<file path="config.mk">
export PLATFORM = sky130hd
export DESIGN_NAME = mult_div_unit_flat
export DESIGN_NICKNAME = d
export VERILOG_FILES = /design/src/rtl/mult_div_unit_pkg.sv /design/src/rtl/mult_div_unit_if.sv /design/src/rtl/mult_div_unit_step.sv /design/src/rtl/mult_div_unit.sv /design/src/flat_wrapper.sv
export SDC_FILE = /design/constraint.sdc
export NUM_CORES = 1
export LEC_CHECK = 0
export ABC_CLOCK_PERIOD_IN_PS = 9750
export BUFFER_PORTS_ARGS = -buffer_cell sky130_fd_sc_hd__buf_2
export CAP_MARGIN = 10
export CORE_AREA = 2 2 180 182
export CTS_BUF_LIST = sky130_fd_sc_hd__clkbuf_4 sky130_fd_sc_hd__clkbuf_8 sky130_fd_sc_hd__clkbuf_16
export DETAILED_ROUTE_END_ITERATION = 7
export DIE_AREA = 0 0 182 184
export PLACE_DENSITY = 0.69
export SLEW_MARGIN = 20
export SYNTH_ARGS = -nofsm -noshare
export SYNTH_HDL_FRONTEND = slang
export SYNTH_HIERARCHICAL = 1
export SYNTH_SLANG_ARGS = --single-unit
</file>
<file path="constraint.sdc">
create_clock -name clk -period 9.75 [get_ports clk]
set_clock_uncertainty 0.05 [all_clocks]
set_input_delay 1.4625 -clock clk [delete_from_list [all_inputs] [get_ports clk]]
set_output_delay 1.4625 -clock clk [all_outputs]
set_load 0.01 [all_outputs]
</file>
<file path="src/rtl/mult_div_unit_pkg.sv">
// Shared definitions for the multiply/divide unit and the control unit that drives it:
// operation encodings, FSM state encodings and small op-class decode helpers.
package mdu_defs;

  typedef enum logic [1:0] {
    MDU_MULT  = 2'b00,
    MDU_MULTU = 2'b01,
    MDU_DIV   = 2'b10,
    MDU_DIVU  = 2'b11
  } mdu_op_e;

  typedef enum logic [1:0] {
    ST_IDLE = 2'b00,
    ST_RUN  = 2'b01,
    ST_FIX  = 2'b10
  } mdu_state_e;

  function automatic logic op_is_div(input mdu_op_e op);
    return op[1];
  endfunction

  function automatic logic op_is_signed(input mdu_op_e op);
    return ~op[0];
  endfunction

endpackage

</file>
<file path="src/rtl/mult_div_unit_if.sv">
// Control-unit <-> multiply/divide unit handshake and HI/LO result bus.
interface mult_div_unit_if
  import mdu_defs::*;
#(
  parameter int WIDTH = 32
);
  logic             start;
  mdu_op_e          op;
  logic [WIDTH-1:0] a;
  logic [WIDTH-1:0] b;
  logic             hi_we;
  logic             lo_we;
  logic [WIDTH-1:0] wdata;
  logic             busy;
  logic             done;
  logic             div_zero;
  logic [WIDTH-1:0] hi;
  logic [WIDTH-1:0] lo;

  modport master (
    output start, op, a, b, hi_we, lo_we, wdata,
    input  busy, done, div_zero, hi, lo
  );

  modport slave (
    input  start, op, a, b, hi_we, lo_we, wdata,
    output busy, done, div_zero, hi, lo
  );
endinterface

</file>
<file path="src/rtl/mult_div_unit_step.sv">
// One iteration of the unsigned core: shift-add multiply step or restoring-divide step.
module mdu_step #(
  parameter int WIDTH = 32
) (
  input  logic             is_div,
  input  logic [WIDTH:0]   rem_in,
  input  logic [WIDTH-1:0] q_in,
  input  logic [WIDTH-1:0] operand,
  output logic [WIDTH:0]   rem_out,
  output logic [WIDTH-1:0] q_out
);
  logic [WIDTH:0] sum;
  logic [WIDTH:0] shifted;

  // NOTE: every always_comb output gets a default first so no path can infer a latch.
  always_comb begin
    sum     = rem_in + (q_in[0] ? {1'b0, operand} : '0);
    shifted = {rem_in[WIDTH-1:0], q_in[WIDTH-1]};
    rem_out = {1'b0, sum[WIDTH:1]};
    q_out   = {sum[0], q_in[WIDTH-1:1]};
    if (is_div) begin
      // Trial subtract: keep the difference only when the divisor fits.
      if (shifted >= {1'b0, operand}) begin
        rem_out = shifted - {1'b0, operand};
        q_out   = {q_in[WIDTH-2:0], 1'b1};
      end else begin
        rem_out = shifted;
        q_out   = {q_in[WIDTH-2:0], 1'b0};
      end
    end
  end
endmodule

</file>
<file path="src/rtl/mult_div_unit.sv">
// Multicycle MULT/MULTU/DIV/DIVU unit with HI/LO registers; operates on magnitudes
// for WIDTH cycles, then applies sign correction in a single FIX cycle.
module mult_div_unit
  import mdu_defs::*;
#(
  parameter int WIDTH = 32,
  parameter int CNT_W = $clog2(WIDTH + 1)
) (
  input logic            clk,
  input logic            reset,
  mult_div_unit_if.slave bus
);
  mdu_state_e         state, state_nxt;
  logic [CNT_W-1:0]   cnt;
  logic               div_op, neg_q, neg_r, dz_pend, done_r, div_zero_r;
  logic [WIDTH-1:0]   operand, q, q_nxt, hi_r, lo_r;
  logic [WIDTH:0]     rem, rem_nxt;
  logic [WIDTH-1:0]   a_mag, b_mag, quot_fix, rem_fix;
  logic [2*WIDTH-1:0] prod_fix;
  logic               sgn, accept, dz_start;

  assign sgn      = op_is_signed(bus.op);
  assign a_mag    = (sgn && bus.a[WIDTH-1]) ? -bus.a : bus.a;
  assign b_mag    = (sgn && bus.b[WIDTH-1]) ? -bus.b : bus.b;
  // The cycle after a divide-by-zero start only reports it; nothing new is taken.
  assign accept   = (state == ST_IDLE) && !dz_pend && bus.start;
  assign dz_start = accept && op_is_div(bus.op) && (bus.b == '0);

  assign prod_fix = neg_q ? -{rem[WIDTH-1:0], q} : {rem[WIDTH-1:0], q};
  assign quot_fix = neg_q ? -q : q;
  assign rem_fix  = neg_r ? -rem[WIDTH-1:0] : rem[WIDTH-1:0];

  mdu_step #(.WIDTH(WIDTH)) u_step (
    .is_div  (div_op),
    .rem_in  (rem),
    .q_in    (q),
    .operand (operand),
    .rem_out (rem_nxt),
    .q_out   (q_nxt)
  );

  // NOTE: sequential state uses non-blocking assignments so every register samples pre-edge values.
  always_ff @(posedge clk) begin
    if (reset) state <= ST_IDLE;
    else       state <= state_nxt;
  end

  always_comb begin
    state_nxt = state;
    case (state)
      ST_IDLE: if (accept && !dz_start) state_nxt = ST_RUN;
      ST_RUN:  if (cnt == CNT_W'(1))    state_nxt = ST_FIX;
      ST_FIX:  state_nxt = ST_IDLE;
      default: state_nxt = ST_IDLE;
    endcase
  end

  always_ff @(posedge clk) begin
    if (reset) begin
      cnt        <= '0;
      div_op     <= 1'b0;
      neg_q      <= 1'b0;
      neg_r      <= 1'b0;
      dz_pend    <= 1'b0;
      done_r     <= 1'b0;
      div_zero_r <= 1'b0;
      operand    <= '0;
      q          <= '0;
      rem        <= '0;
      hi_r       <= '0;
      lo_r       <= '0;
    end else begin
      done_r  <= 1'b0;
      dz_pend <= 1'b0;
      if (dz_pend) begin
        done_r     <= 1'b1;
        div_zero_r <= 1'b1;
      end
      case (state)
        ST_IDLE: begin
          if (accept) begin
            div_zero_r <= 1'b0;
            if (dz_start) begin
              dz_pend <= 1'b1;
            end else begin
              div_op  <= op_is_div(bus.op);
              neg_q   <= sgn && (bus.a[WIDTH-1] ^ bus.b[WIDTH-1]);
              neg_r   <= sgn && bus.a[WIDTH-1];
              // Multiply walks the multiplier through q; divide walks the dividend.
              operand <= op_is_div(bus.op) ? b_mag : a_mag;
              q       <= op_is_div(bus.op) ? a_mag : b_mag;
              rem     <= '0;
              cnt     <= CNT_W'(WIDTH);
            end
          end else if (!dz_pend) begin
            if (bus.hi_we) hi_r <= bus.wdata;
            if (bus.lo_we) lo_r <= bus.wdata;
          end
        end
        ST_RUN: begin
          rem <= rem_nxt;
          q   <= q_nxt;
          cnt <= cnt - CNT_W'(1);
        end
        ST_FIX: begin
          done_r <= 1'b1;
          if (div_op) begin
            lo_r <= quot_fix;
            hi_r <= rem_fix;
          end else begin
            {hi_r, lo_r} <= prod_fix;
          end
        end
        default: ;
      endcase
    end
  end

  assign bus.busy     = (state != ST_IDLE);
  assign bus.done     = done_r;
  assign bus.div_zero = div_zero_r;
  assign bus.hi       = hi_r;
  assign bus.lo       = lo_r;
endmodule
</file>
<file path="src/flat_wrapper.sv">
// flat-port wrapper written by rule: the top's interface ports become plain ports
module mult_div_unit_flat import mdu_defs::*;
#(
  parameter int WIDTH = 32,
  parameter int CNT_W = $clog2(WIDTH + 1)
)
  (clk, reset, bus_start, bus_op, bus_a, bus_b, bus_hi_we, bus_lo_we, bus_wdata, bus_busy, bus_done, bus_div_zero, bus_hi, bus_lo);
  mult_div_unit_if #(.WIDTH(WIDTH)) bus_i ();
  input logic clk;
  input logic reset;
  input wire logic [$bits(bus_i.start)-1:0] bus_start;
  input wire logic [$bits(bus_i.op)-1:0] bus_op;
  input wire logic [$bits(bus_i.a)-1:0] bus_a;
  input wire logic [$bits(bus_i.b)-1:0] bus_b;
  input wire logic [$bits(bus_i.hi_we)-1:0] bus_hi_we;
  input wire logic [$bits(bus_i.lo_we)-1:0] bus_lo_we;
  input wire logic [$bits(bus_i.wdata)-1:0] bus_wdata;
  output wire logic [$bits(bus_i.busy)-1:0] bus_busy;
  output wire logic [$bits(bus_i.done)-1:0] bus_done;
  output wire logic [$bits(bus_i.div_zero)-1:0] bus_div_zero;
  output wire logic [$bits(bus_i.hi)-1:0] bus_hi;
  output wire logic [$bits(bus_i.lo)-1:0] bus_lo;
  assign bus_i.start = bus_start;
  assign bus_i.op = bus_op;
  assign bus_i.a = bus_a;
  assign bus_i.b = bus_b;
  assign bus_i.hi_we = bus_hi_we;
  assign bus_i.lo_we = bus_lo_we;
  assign bus_i.wdata = bus_wdata;
  assign bus_busy = bus_i.busy;
  assign bus_done = bus_i.done;
  assign bus_div_zero = bus_i.div_zero;
  assign bus_hi = bus_i.hi;
  assign bus_lo = bus_i.lo;
  mult_div_unit #(.WIDTH(WIDTH), .CNT_W(CNT_W)) u_core (.clk(clk), .reset(reset), .bus(bus_i));
endmodule
</file>
After elaboration in Yosys (flattened, before gate mapping)
Index checks and enable logic that the tools add are counted.
{"block": "totals", "ff_bits": 175, "latch_bits": 0, "mem_bits_rw": 0, "rom_bits": 0, "input_bits": 103, "memories": 0}
{"block": "op_classes", "addsub": 8, "multipliers": 0, "div": 0, "magnitude_cmp": 1, "eq_ne": 11, "n_shift": 0, "mux": 40, "bitwise_logic": 5, "reduce_logical": 21}
{"operator": "32-bit 2-to-1 mux", "n": 18}
{"operator": "32-bit one-hot mux with 2 select lines", "n": 3}
{"operator": "33-bit 2-to-1 mux", "n": 4}
{"operator": "32-bit negation", "n": 4}
{"operator": "33-bit one-hot mux with 2 select lines", "n": 1}
{"operator": "64-bit 2-to-1 mux", "n": 1}
{"operator": "64-bit negation", "n": 1}
{"operator": "33-bit adder", "n": 1}
{"operator": "33-bit by 32-bit greater-or-equal comparator with 1-bit output", "n": 1}
{"operator": "33-bit by 32-bit subtractor with 33-bit output", "n": 1}
{"operator": "32-bit zero test", "n": 1}
{"operator": "6-bit 2-to-1 mux", "n": 2}
{"operator": "2-bit inequality test (second input constant)", "n": 6}
{"operator": "6-bit one-hot mux with 2 select lines", "n": 1}
{"operator": "1-bit logical AND", "n": 8}
{"operator": "4-bit AND reduction", "n": 2}
{"operator": "1-bit 2-to-1 mux", "n": 7}
{"operator": "6-bit by 1-bit equality test with 1-bit output (second input constant)", "n": 1}
{"operator": "3-bit AND reduction", "n": 2}
{"operator": "2-bit nonzero test", "n": 3}
{"operator": "6-bit by 1-bit subtractor with 6-bit output (second input constant)", "n": 1}
{"operator": "2-bit 2-to-1 mux", "n": 2}
{"operator": "2-bit by 1-bit inequality test with 1-bit output (second input constant)", "n": 2}
{"operator": "1-bit inverter", "n": 4}
{"operator": "8 further kinds", "n": 9}

Depth between registers and ports, before layout
{"block": "depth", "word_depth": 9, "mapped_depth": 15, "depth_no_buf": 15}

By module
The synthesis kept the hierarchy.
{"mod": "mult_div_unit", "instances": 1, "cells_per_inst": 1379, "area_per_inst_um2": 10960.5, "seq_area_each_um2": 3503.4}
{"mod": "mdu_step", "instances": 1, "cells_per_inst": 663, "area_per_inst_um2": 4573.1, "seq_area_each_um2": 0.0}

Worst setup path before layout
No wires, ideal clock.
{"block": "synth_path", "path_type": "input to register", "from": "in bus_b[26]", "to": "reg u_core.q[0]", "t_arrival_ps": 3590, "t_required_ps": 9626, "setup_slack_ps": 6036, "path_stages": 8, "path_buffers": 2, "cell_sequence": "or3_1 -> or4_1 -> or4_4 -> nand2_1 -> buf_4 -> buf_4 -> nand3_1 -> a31oi_1"}
{"block": "synth_between", "elab_chain_cells": 4}
{"element": "start: declaration", "line": "flat_wrapper.sv:14", "text": "input wire logic [$bits(bus_i.b)-1:0] bus_b;"}
{"element": "32-bit zero test", "line": "mult_div_unit.sv:27", "text": "assign dz_start = accept && op_is_div(bus.op) && (bus.b == '0);"}
{"element": "1-bit logical AND", "line": "mult_div_unit.sv:27"}
{"element": "2-bit inequality test (no source line)"}
{"element": "3-bit AND reduction (no source line)"}
{"element": "end signal: assignment", "line": "mult_div_unit.sv:91", "text": "q <= op_is_div(bus.op) ? a_mag : b_mag;"}
{"element": "end signal: assignment", "line": "mult_div_unit.sv:102", "text": "q <= q_nxt;"}
{"element": "end: declaration", "line": "mult_div_unit.sv:16", "text": "logic [WIDTH-1:0] operand, q, q_nxt, hi_r, lo_r;"}
No other way between the ends.
A chain may end at the register's enable or synchronous reset.

Final worst setup path
{"block": "layout_path", "from": "reg u_core.q[0]", "to": "reg u_core.rem[31]"}
{"block": "layout_between", "elab_chain_cells": 4}
{"element": "32-bit 2-to-1 mux", "line": "mult_div_unit_step.sv:17", "text": "sum = rem_in + (q_in[0] ? {1'b0, operand} : '0);"}
{"element": "33-bit adder", "line": "mult_div_unit_step.sv:17"}
{"element": "33-bit 2-to-1 mux", "line": "mult_div_unit_step.sv:21", "text": "if (is_div) begin"}
{"element": "net u_core.rem_nxt[31]", "line": "mult_div_unit.sv:17", "text": "logic [WIDTH:0] rem, rem_nxt;"}
{"element": "33-bit one-hot mux with 2 select lines", "line": "mult_div_unit.sv:79", "text": "case (state)"}
{"element": "end signal: assignment", "line": "mult_div_unit.sv:101", "text": "rem <= rem_nxt;"}
{"element": "end: declaration", "line": "mult_div_unit.sv:17"}
The timed path passes the listed nets, and every way through them passes these cells.

==> impl_metrics.json <==
{
  "ys.flop_type": "dfxtp_1",
  "crit_family": "compound AO/OA/AOI/OAI gates",
  "synth_edf_count": 0,
  "track_usage_pct": 32.9,
  "cap_violations": 0,
  "max_stage_delay_ns": 0.87,
  "hold_path.class": "reg2reg",
  "gr-total-overflow": 0,
  "critPathCapture": "u_core/rem[31]$_SDFFE_PP0P_",
  "clk_pin_slew_ns": 0.07,
  "vdd_drop_max_mv": 0.133,
  "ys_types": 95,
  "clk_path_buf_depth": 2,
  "gp_congestion": 0.986,
  "cts.sinks": 175,
  "worstPathMaxFanout": 38,
  "cts_tree": "yes",
  "first_pass_iters": 7,
  "num_rows": 65,
  "layout-drive-gt1-share_pct": 14.7,
  "period_share_pct": 47.0,
  "drv_slew": 0,
  "crit_start": "u_core/q[0]$_SDFFE_PP0P_",
  "criticalPathCategory": "reg2reg",
  "route.detailed.drc": 0,
  "hp-start": "u_core/bus.div_zero$_SDFF_PP0_",
  "hold_viol": 0,
  "ios": 170,
  "worst-r2r-setup-slack_ns": 5.17,
  "hold_buffers": 0,
  "htreeDepth": 4,
  "grt_pass1_vias": 15022,
  "synthArstFlopShare_pct": 0,
  "timing.rr.start": "u_core/q[0]$_SDFFE_PP0P_",
  "dp_hpwl_um": 43000,
  "max_freq_mhz": 218,
  "drt-initial-drc-count": 2057,
  "ys_warn_count": 6,
  "worst-path-stages": 15,
  "core_mm2": 0.0314,
  "cts_resized": 0,
  "powerDensity_mw_per_mm2": 138,
  "final-setup-viol-count": 0,
  "area_growth_pct": 10.1,
  "viasPerCell": 6.49,
  "syn_area_mm2": 0.0155,
  "die_x_um": 182,
  "cp.arrival_ns": 4.87,
  "crit_buf_inv": 1,
  "start_util_pct": 49.5,
  "antenna_cells": 0,
  "required_ns": 10.04,
  "die_h_um": 184,
  "cts_buffers": 17,
  "worst_slew_pin_slew_ns": 1.07,
  "p_leak_nw": 6.95,
  "wl_um": 56700,
  "ys_ff_latch": 175,
  "endpoint_kind": "flip-flop",
  "syn_nets": 2217,
  "cpMaxStageDelayCell": "o311ai_0",
  "num-nets-final": 2297,
  "die-area_mm2": 0.0335,
  "rsz0062_at_grt": "no",
  "grt_pass1_wl_um": 86500,
  "ant_nets": 0,
  "worstPathCellList": "buf_4, and2_1, ha_1, fa_1, a21oi_1, o22ai_1, o311ai_0, a21bo_2, and4_1, o32ai_1, or2_2, a211oi_1, xor2_1, a22oi_1, a22o_1",
  "vias": 16446,
  "synth-seq-area-share_pct": 22.6,
  "fill_cells": 3035,
  "worst_r2r_endpoint": "u_core/rem[31]$_SDFFE_PP0P_",
  "slew-limit-headroom_pct": 28.3,
  "start_kind": "flip-flop",
  "finish.utilization_pct": 54.5,
  "syn_area_per_cell_um2": 7.61,
  "syn_inst": 2042,
  "antenna_found_initial": 2,
  "postCtsSetupRepairBufs": 0,
  "finalCriticalPeriod_ns": 4.58,
  "port_buffers": 169,
  "rr_worst_depth": 15,
  "grt_max_degree": 72,
  "wl_per_cell_um": 22.4,
  "clk_latency_ns": 0.44,
  "outcome": "finished clean",
  "setup-tns-final_ns": 0,
  "cts-root-buf": "clkbuf_16"
}
[through the flow]
stage | cells | setup slack (ns) | power, mW | hold WS [ns] | cell area (um^2)
after floorplan | 2042 | 6.04 | 1.40 | 0.390 | 15500
after detailed placement | 2505 | 5.18 | 1.65 | 0.419 | 16500
after global placement | 2505 | 5.24 | 1.64 | 0.408 | 16500
after global routing | 2535 | 4.98 | 2.47 | 0.453 | 17100
after CTS | 2535 | 5.28 | 2.34 | 0.432 | 17100
final | 2535 | 5.17 | 2.36 | 0.427 | 17100
[flip-flops by register name, summed over array words and instances (netlist names)]
name,count
u_core/bus.div_zero,1
u_core/bus.done,1
u_core/bus.hi,32
u_core/bus.lo,32
u_core/cnt,6
u_core/div_op,1
u_core/dz_pend,1
u_core/neg_q,1
u_core/neg_r,1
u_core/operand,32
u_core/q,32
u_core/rem,33
u_core/state,2
[where the power goes]
part | internal, mW | switching, mW | leakage [nW] | total, mW
Sequential | 0.768 | 0.0877 | 1.43 | 0.855
Clock | 0.382 | 0.320 | 0.278 | 0.702
Combinational | 0.300 | 0.501 | 5.24 | 0.801
Total | 1.45 | 0.908 | 6.95 | 2.36
[layer usage]
layer | global-route usage (%) | routed length [um] | vias to the layer above
met3 | 6.30 | 4690 | 110
met5 | 0 | 18 | -
met4 | 14.5 | 2570 | 2
met2 | 51.5 | 25200 | 803
met1 | 43.9 | 24200 | 7817
li1 | - | - | 7714
[synthesized netlist by cell type, types with 34 or more instances]
master | instances | area [um^2]
xnor2_1 | 105 | 920
nor3_1 | 73 | 365
a22o_1 | 34 | 298
nand3_1 | 58 | 290
a21oi_1 | 141 | 706
nand2_1 | 165 | 619
mux2i_1 | 66 | 661
a211oi_1 | 48 | 360
xor2_1 | 56 | 490
and2_1 | 40 | 250
inv_1 | 71 | 267
a21o_1 | 34 | 255
nor2_1 | 169 | 634
a31oi_1 | 50 | 313
dfxtp_1 | 175 | 3500
ha_1 | 70 | 876
clkbuf_1 | 97 | 364
or3_1 | 40 | 250
o21ai_0 | 86 | 430
nor4_1 | 34 | 213
[cells by family (layout without fill, tap and decap cells)]
group | Yosys count | after routing | share of synthesized area [%]
DFF | 175 | 175 | 22.6
adders and majority gates | 72 | 72 | 5.90
buffers and inverters | 206 | 297 | 5.53
and+or+nand+nor | 719 | 719 | 23.5
muxes | 99 | 99 | 6.65
xor gates and xnor gates | 161 | 161 | 9.08
AOI/OAI and AO/OA | 610 | 610 | 26.8
[worst min-delay path by stage]
stage	end	slack (ns)	cells past startpoint
3_3_place_gp	u_core/operand[3]$_SDFFE_PP0P_	0.41	2
3_5_place_dp	u_core/bus.div_zero$_SDFF_PP0_	0.42	2
6_report	u_core/bus.div_zero$_SDFF_PP0_	0.43	2
4_1_cts	u_core/bus.div_zero$_SDFF_PP0_	0.43	2
5_1_grt	u_core/bus.div_zero$_SDFF_PP0_	0.45	2
2_1_floorplan	u_core/operand[3]$_SDFFE_PP0P_	0.39	2
[tightest hold or removal path: cells and delay by family (launching register included)]
| family | cells | cell delay, ns |
|---|---|---|
| DFF | 1 | 0.31 |
| and+or+nand+nor | 2 | 0.13 |
[cell usage in the layout (no fill, tap or decap), types with 40 or more instances in the layout]
cell type	netlist	routed
a211oi_1	48	48
a21oi_1	141	141
a31oi_1	50	50
and2_1	40	40
buf_2	11	168
dfxtp_1	175	174
ha_1	70	70
inv_1	71	71
mux2i_1	66	66
nand2_1	165	165
nand3_1	58	58
nor2_1	169	167
nor3_1	73	73
o21ai_0	86	86
or3_1	40	40
xnor2_1	105	105
xor2_1	56	56
[area by class of cell]
cell class	count	area (um^2)	area share (%)
multi-input combinational	1661	11200	65.5
sequential	175	3510	20.5
timing repair buffer	193	1030	6.01
tap	402	503	2.94
clock buffer	20	478	2.79
inverter	74	278	1.62
clock inverter	10	104	0.607
Power figures use the tool's default switching activity.
